## src/rtl/game_round_ctrl_pkg.sv

```systemverilog
// Shared types and constants for the goal-game round controller.
package game_round_ctrl_pkg;

  localparam int unsigned DigitW = 4;
  localparam logic [DigitW-1:0] Dash = 4'd10;

  typedef enum logic [1:0] {
    StIdle   = 2'd0,
    StReady  = 2'd1,
    StPlay   = 2'd2,
    StFinish = 2'd3
  } state_e;

  typedef struct packed {
    logic [DigitW-1:0] tens;
    logic [DigitW-1:0] ones;
  } bcd2_t;

  function automatic bcd2_t to_bcd2(int unsigned v);
    bcd2_t r;
    r.tens = DigitW'((v / 10) % 10);
    r.ones = DigitW'(v % 10);
    return r;
  endfunction

endpackage

```

## src/rtl/game_round_ctrl_if.sv

```systemverilog
// Pulse inputs and display/status outputs of the round controller.
interface game_round_ctrl_if;
  import game_round_ctrl_pkg::*;

  logic              start_p;
  logic              goal_p;
  logic [1:0]        state_o;
  logic [DigitW-1:0] disp_d3;
  logic [DigitW-1:0] disp_d2;
  logic [DigitW-1:0] disp_d1;
  logic [DigitW-1:0] disp_d0;
  logic              done_o;

  modport master (
    output start_p, goal_p,
    input  state_o, disp_d3, disp_d2, disp_d1, disp_d0, done_o
  );

  modport slave (
    input  start_p, goal_p,
    output state_o, disp_d3, disp_d2, disp_d1, disp_d0, done_o
  );

endinterface

```

## src/rtl/game_round_ctrl_bcd2_counter.sv

```systemverilog
// Two-digit BCD counter: load, saturating increment at 99, decrement with borrow (holds at 00).
module bcd2_counter
  import game_round_ctrl_pkg::*;
(
  input  logic  clk_i,
  input  logic  rst_ni,
  input  logic  load_i,
  input  bcd2_t load_val_i,
  input  logic  inc_i,
  input  logic  dec_i,
  output bcd2_t cnt_o,
  output bcd2_t cnt_d_o
);

  bcd2_t cnt_q, cnt_d;

  always_comb begin
    cnt_d = cnt_q;
    if (load_i) begin
      cnt_d = load_val_i;
    end else if (inc_i) begin
      if (cnt_q != 8'h99) begin
        if (cnt_q.ones == 4'd9) begin
          cnt_d.ones = 4'd0;
          cnt_d.tens = cnt_q.tens + 4'd1;
        end else begin
          cnt_d.ones = cnt_q.ones + 4'd1;
        end
      end
    end else if (dec_i) begin
      if (cnt_q != 8'h00) begin
        if (cnt_q.ones == 4'd0) begin
          cnt_d.ones = 4'd9;
          cnt_d.tens = cnt_q.tens - 4'd1;
        end else begin
          cnt_d.ones = cnt_q.ones - 4'd1;
        end
      end
    end
  end

  always_ff @(posedge clk_i) begin
    if (!rst_ni) cnt_q <= '0;
    else         cnt_q <= cnt_d;
  end

  assign cnt_o   = cnt_q;
  assign cnt_d_o = cnt_d;

endmodule

```

## src/rtl/game_round_ctrl.sv

```systemverilog
// Round controller: READY countdown, timed PLAY with BCD goal count, FINISH hold.
// Optional best-score tracking when HIGH_SCORE_EN is defined.
module game_round_ctrl
  import game_round_ctrl_pkg::*;
#(
  parameter int unsigned TICK_DIV  = 100000000,
  parameter int unsigned READY_SEC = 3,
  parameter int unsigned PLAY_SEC  = 60
) (
  input  logic              clk,
  input  logic              rst,
  game_round_ctrl_if.slave  bus
);

  localparam int unsigned PW = (TICK_DIV > 1) ? $clog2(TICK_DIV) : 1;
  localparam bcd2_t ReadyBcd = to_bcd2(READY_SEC);
  localparam bcd2_t PlayBcd  = to_bcd2(PLAY_SEC);

  state_e            state_q, state_d;
  logic [PW-1:0]     presc_q, presc_d;
  logic              tick, presc_clr;
  logic              t_load, t_dec, s_clr, s_inc;
  bcd2_t             t_val;
  bcd2_t             time_q, time_d, score_q, score_d;
  logic [DigitW-1:0] disp_q [4];
  logic [DigitW-1:0] disp_d [4];
  logic              done_q;

  assign tick = (presc_q == PW'(TICK_DIV - 1));

  bcd2_counter u_time (
    .clk_i      (clk),
    .rst_ni     (rst),
    .load_i     (t_load),
    .load_val_i (t_val),
    .inc_i      (1'b0),
    .dec_i      (t_dec),
    .cnt_o      (time_q),
    .cnt_d_o    (time_d)
  );

  bcd2_counter u_score (
    .clk_i      (clk),
    .rst_ni     (rst),
    .load_i     (s_clr),
    .load_val_i ('0),
    .inc_i      (s_inc),
    .dec_i      (1'b0),
    .cnt_o      (score_q),
    .cnt_d_o    (score_d)
  );

  always_comb begin
    state_d   = state_q;
    t_load    = 1'b0;
    t_val     = PlayBcd;
    t_dec     = 1'b0;
    s_clr     = 1'b0;
    s_inc     = 1'b0;
    presc_clr = 1'b0;
    unique case (state_q)
      StIdle, StFinish: begin
        if (bus.start_p) begin
          state_d   = StReady;
          t_load    = 1'b1;
          t_val     = ReadyBcd;
          s_clr     = 1'b1;
          presc_clr = 1'b1;
        end
      end
      StReady: begin
        if (tick) begin
          if (time_q == 8'h01) begin
            state_d = StPlay;
            t_load  = 1'b1;
          end else begin
            t_dec = 1'b1;
          end
        end
      end
      StPlay: begin
        s_inc = bus.goal_p && (score_q != 8'h99);
        if (tick) begin
          t_dec = 1'b1;
          if (time_q == 8'h01) state_d = StFinish;
        end
      end
      default: ;
    endcase
    presc_d = (tick || presc_clr) ? '0 : presc_q + PW'(1);
  end

`ifdef HIGH_SCORE_EN
  bcd2_t best_q, best_d;

  // BCD digits compare correctly as a plain 8-bit value.
  always_comb begin
    best_d = best_q;
    if (state_q == StPlay && state_d == StFinish && score_d > best_q) best_d = score_d;
  end

  always_ff @(posedge clk) begin
    if (!rst) best_q <= '0;
    else      best_q <= best_d;
  end
`endif

  // Display is decoded from next-state values so it registers alongside the state.
  always_comb begin
    for (int i = 0; i < 4; i++) disp_d[i] = Dash;
    unique case (state_d)
      StIdle: begin
`ifdef HIGH_SCORE_EN
        disp_d[1] = best_d.tens;
        disp_d[0] = best_d.ones;
`endif
      end
      StReady: disp_d[2] = time_d.ones;
      StPlay, StFinish: begin
        disp_d[3] = time_d.tens;
        disp_d[2] = time_d.ones;
        disp_d[1] = score_d.tens;
        disp_d[0] = score_d.ones;
`ifdef HIGH_SCORE_EN
        if (state_d == StFinish) begin
          disp_d[3] = best_d.tens;
          disp_d[2] = best_d.ones;
        end
`endif
      end
      default: ;
    endcase
  end

  always_ff @(posedge clk) begin
    if (!rst) begin
      state_q <= StIdle;
      presc_q <= '0;
      done_q  <= 1'b0;
      for (int i = 0; i < 4; i++) disp_q[i] <= Dash;
    end else begin
      state_q <= state_d;
      presc_q <= presc_d;
      done_q  <= (state_d == StFinish);
      for (int i = 0; i < 4; i++) disp_q[i] <= disp_d[i];
    end
  end

  assign bus.state_o = state_q;
  assign bus.done_o  = done_q;
  assign bus.disp_d3 = disp_q[3];
  assign bus.disp_d2 = disp_q[2];
  assign bus.disp_d1 = disp_q[1];
  assign bus.disp_d0 = disp_q[0];

endmodule

```

## src/flat_wrapper.sv

```systemverilog
// flat-port wrapper written by rule: the top's interface ports become plain ports
module game_round_ctrl_flat import game_round_ctrl_pkg::*;
#(
  parameter int unsigned TICK_DIV  = 100000000,
  parameter int unsigned READY_SEC = 3,
  parameter int unsigned PLAY_SEC  = 60
)
  (clk, rst, bus_start_p, bus_goal_p, bus_state_o, bus_disp_d3, bus_disp_d2, bus_disp_d1, bus_disp_d0, bus_done_o);
  game_round_ctrl_if bus_i ();
  input  logic clk;
  input  logic rst;
  input wire logic [$bits(bus_i.start_p)-1:0] bus_start_p;
  input wire logic [$bits(bus_i.goal_p)-1:0] bus_goal_p;
  output wire logic [$bits(bus_i.state_o)-1:0] bus_state_o;
  output wire logic [$bits(bus_i.disp_d3)-1:0] bus_disp_d3;
  output wire logic [$bits(bus_i.disp_d2)-1:0] bus_disp_d2;
  output wire logic [$bits(bus_i.disp_d1)-1:0] bus_disp_d1;
  output wire logic [$bits(bus_i.disp_d0)-1:0] bus_disp_d0;
  output wire logic [$bits(bus_i.done_o)-1:0] bus_done_o;
  assign bus_i.start_p = bus_start_p;
  assign bus_i.goal_p = bus_goal_p;
  assign bus_state_o = bus_i.state_o;
  assign bus_disp_d3 = bus_i.disp_d3;
  assign bus_disp_d2 = bus_i.disp_d2;
  assign bus_disp_d1 = bus_i.disp_d1;
  assign bus_disp_d0 = bus_i.disp_d0;
  assign bus_done_o = bus_i.done_o;
  game_round_ctrl #(.TICK_DIV(TICK_DIV), .READY_SEC(READY_SEC), .PLAY_SEC(PLAY_SEC)) u_core (.clk(clk), .rst(rst), .bus(bus_i));
endmodule
```

## config.mk

```make
export PLATFORM = sky130hd
export DESIGN_NAME = game_round_ctrl_flat
export DESIGN_NICKNAME = d
export VERILOG_FILES = /design/src/rtl/game_round_ctrl_pkg.sv /design/src/rtl/game_round_ctrl_if.sv /design/src/rtl/game_round_ctrl_bcd2_counter.sv /design/src/rtl/game_round_ctrl.sv /design/src/flat_wrapper.sv
export SDC_FILE = /design/constraint.sdc
export NUM_CORES = 1
export LEC_CHECK = 0
export ABC_AREA = 0
export BUFFER_PORTS_ARGS = -buffer_cell sky130_fd_sc_hd__buf_2
export CAP_MARGIN = 40
export CORE_ASPECT_RATIO = 1.5
export CORE_MARGIN = 10
export CORE_UTILIZATION = 25
export DETAILED_ROUTE_END_ITERATION = 6
export PLACE_DENSITY_LB_ADDON = 0.2
export SYNTH_ARGS = -nofsm -noshare
export SYNTH_HDL_FRONTEND = slang
export SYNTH_HIERARCHICAL = 1
export SYNTH_SLANG_ARGS = --single-unit
export TNS_END_PERCENT = 1
```

## constraint.sdc

```tcl
create_clock -name clk -period 3.2 [get_ports clk]
set_clock_uncertainty 0.05 [all_clocks]
set_input_delay 0.16 -clock clk [delete_from_list [all_inputs] [get_ports clk]]
set_output_delay 0.16 -clock clk [all_outputs]
set_load 0.03 [all_outputs]
```

==> results.sh <==
export IMPL_status="completed"
export IMPL_cts_buffers=9
export IMPL_synthDistinctLibCells=57
export IMPL_grt_pass1_wl_um=15930
export IMPL_synth_async_reset_ratio_pct=0
export IMPL_critPathMaxFanout=4
export IMPL_hold_path_class="in2reg"
export IMPL_wl_per_cell_um=13.49
export IMPL_maxCapViolations=0
export IMPL_drt_iter0_drc=127
export IMPL_yosys_mux_area_fraction_pct=1.115
export IMPL_synth_ff_type="dfxtp_1"
export IMPL_diodes=0
export IMPL_clock_root_buffer="clkbuf_16"
export IMPL_highest_layer="met4"
export IMPL_synth_cells=415
export IMPL_synth_edff_count=0
export IMPL_drc=0
export IMPL_synth_compound_area_share_pct=15.67
export IMPL_grt_pass1_vias=3095
export IMPL_grt_overflow_total=0
export IMPL_wirelength_um=9197
export IMPL_cts_tree="built"
export IMPL_crit_type="reg2reg"
export IMPL_clk_path_buf_depth=2
export IMPL_min_period_ns=3.078
export IMPL_yosysSeqAreaShare_pct=34.55
export IMPL_max_slew_margin_pct=54.39
export IMPL_worst_setup_path_start_kind="register"
export IMPL_ys_ff_latch=62
export IMPL_synth_top_family_by_area="simple AND/OR/NAND/NOR gates"
export IMPL_whs_ns=0.1876
export IMPL_clock_latency_ns=0.32
export IMPL_dp_hpwl_um=6855
export IMPL_fillers=1516
export IMPL_die_x_um=117.9
export IMPL_slew_viol_final=0
export IMPL_rows=53
export IMPL_regToRegSetupSlack_ns=0.12
export IMPL_hold_viol_final=0
export IMPL_finalCritPeriodShare_pct=96.18
export IMPL_p_leak_nw=1.737
export IMPL_avgSynthCellArea_um2=8.656
export IMPL_place_congestion=0.8023
export IMPL_wl_met1_um=4192
export IMPL_first_pass_iters=4
export IMPL_chipHeight_um=166.8
export IMPL_wl_met3_um=345
export IMPL_core_mm2=0.01406
export IMPL_io_pins=23
export IMPL_grt_setup_unrepaired="no"
export IMPL_portBuffers=22
export IMPL_vias=3166
export IMPL_die_area_mm2=0.01966
export IMPL_wl_met2_um=4519
export IMPL_detail_route_vias_per_cell=4.642
export IMPL_cts_setup_buffers=0
export IMPL_yosysWarnings=6
export IMPL_cts_sinks=62
export IMPL_groute_usage_overall_pct=9.808
export IMPL_synthAdderAreaFrac_pct=3.831
export IMPL_crit_path_end_kind="register"
export IMPL_ant_nets=0
export IMPL_peakVddDrop_v=0.0001789
export IMPL_initial_core_util_pct=25.55
export IMPL_drive_gt1_share_pct=18.37
export IMPL_tightest_slew_ns=0.6746
export IMPL_p_per_area_mw_per_mm2=458.1
export IMPL_syn_area_mm2=0.003592
export IMPL_setup_violations=0
export IMPL_htree_levels=3
export IMPL_grt_max_degree=28
export IMPL_required_ns=3.35
export IMPL_worst_ep_arrival_time_ns=3.23
export IMPL_synthXorXnorAreaFrac_pct=7.071
export IMPL_path_clk_slew_ns=0.05
export IMPL_max_freq_mhz=324.9
export IMPL_syn2layout_area_growth_pct=23.37
export IMPL_synthSimpleGateAreaFrac_pct=32.46
export IMPL_antenna_found_initial=0
export IMPL_fin_nets=502
export IMPL_setup_tns_ns=0
## repair_timing
item / CTS / global route
hold buffers: 0 / 0
endpoints found under the setup margin: 1 / 4
gates resized for setup: 1 / 3
pin swaps: 0 / 1
## Yosys cell counts, drive strengths merged, types with 3 or more instances
master	instances	area (um2)
clkbuf	9	33.78
nor4b	3	26.28
a211oi	10	75.07
nor4	6	73.82
o31a	4	35.03
and4	4	35.03
o21a	5	37.54
or2	3	21.27
nor2b	7	43.79
o21ai	10	50.05
a21boi	4	33.78
a2111oi	6	52.55
nor4bb	4	40.04
xnor2	14	122.6
nor3b	6	45.04
a21oi	16	80.08
buf	9	70.06
or4	5	37.54
nand2	22	82.58
nand3	14	70.07
nor3	12	95.09
mux2i	4	40.04
dfxtp	62	1241
nand4	17	118.9
ha	11	137.6
xor2	15	131.4
and2	13	81.33
nand3b	3	26.27
nor2	48	180.2
inv	20	75.07
and3	12	75.07
nand2b	6	37.54
## cell type report
cell class / count / area, um2 / area share [%]
multi-input combinational: 340 / 2276 / 51.36
sequential: 62 / 1244 / 28.06
timing repair buffer: 52 / 332.8 / 7.510
clock buffer: 12 / 246.5 / 5.562
tap: 192 / 240.2 / 5.421
inverter: 22 / 82.58 / 1.863
clock inverter: 2 / 10.01 / 0.2259
## cells by family (layout without fill, tap and decap cells)
logic type / count (synthesis) / after routing
multiplexers: 4 / 4
AO/OA/AOI/OAI: 76 / 76
flip-flops: 62 / 62
adder cells (fa/ha/maj): 11 / 11
buffers and inverters: 40 / 88
XOR/XNOR: 29 / 29
AND/OR/NAND/NOR: 192 / 192
other: 1 / 28
## state kept, by name, indices dropped and copies added (netlist names)
name	flops
u_core/u_score/cnt_o	8
u_core/presc_q	27
u_core/disp_q	16
u_core/bus.done_o	1
u_core/bus.state_o	2
u_core/u_time/cnt_o	8
## path summary, 6_finish.rpt
kind,from,cells past startpoint,to
setup / recovery,u_core/presc_q[0]$_SDFF_PP0_,10,u_core/disp_q[2][3]$_SDFF_PN1_
hold / removal,rst,2,u_core/u_score/cnt_o[4]$_SDFF_PN0_
setup reg to reg,u_core/presc_q[0]$_SDFF_PP0_,10,u_core/disp_q[2][3]$_SDFF_PN1_
hold reg to reg,u_core/presc_q[0]$_SDFF_PP0_,1,u_core/presc_q[0]$_SDFF_PP0_
## per-layer routing
metal	vias to the layer above	GRT usage, %
li1	1614	-
met1	1500	11.72
met2	43	16.19
met3	9	2.504
met4	0	4.315
met5	-	0
## power by group
group,internal [W],total [W],switching [W]
clock,0.000533,0.000857,0.000324
combinational,0.000138,0.000332,0.000194
sequential,0.000806,0.000841,0.0000350
total,0.00148,0.00203,0.000553
## worst max-delay path, stage by stage, from the launching register on
cell and delay [ns]:
dfxtp_2 0.34, ha_1 0.16, nand3_1 0.10, or2_4 0.26
or4_1 0.50, nor2_2 0.12, or4b_4 0.50, a2111oi_1 0.54
buf_4 0.20, a211oi_1 0.04, o21bai_1 0.15
## cell usage in the layout, fill, tap and decap left out, drive strengths merged, types with 5 or more instances in the layout
cell type / instances
nor3: 12
nand4: 17
nand2b: 6
clkbuf: 12
xor2: 15
a211oi: 10
nand2: 22
nor2: 48
nor3b: 6
inv: 20
buf: 52
xnor2: 14
a2111oi: 6
or4: 5
nor2b: 7
nor4: 6
o21ai: 10
a21oi: 16
and2: 13
dfxtp: 62
and3: 12
o21a: 5
nand3: 14
conb: 28
ha: 11
## metrics by stage
| step | cells | area [um2] | setup WS, ns | util [%] | power (W) |
|---|---|---|---|---|---|
| final | 682 | 4432 | 0.1224 | 31.52 | 0.002030 |
| after global routing | 682 | 4432 | 0.01201 | 31.52 | 0.002151 |
| after CTS | 682 | 4422 | 0.02820 | 31.45 | 0.002066 |
| after detailed placement | 668 | 4164 | -0.05330 | 29.62 | 0.001184 |
| after global placement | 666 | 4151 | -0.04577 | 29.53 | 0.001180 |
| after floorplan | 442 | 3695 | 0.05376 | - | 0.001098 |
Note: power is estimated with default switching activity, not from simulation.
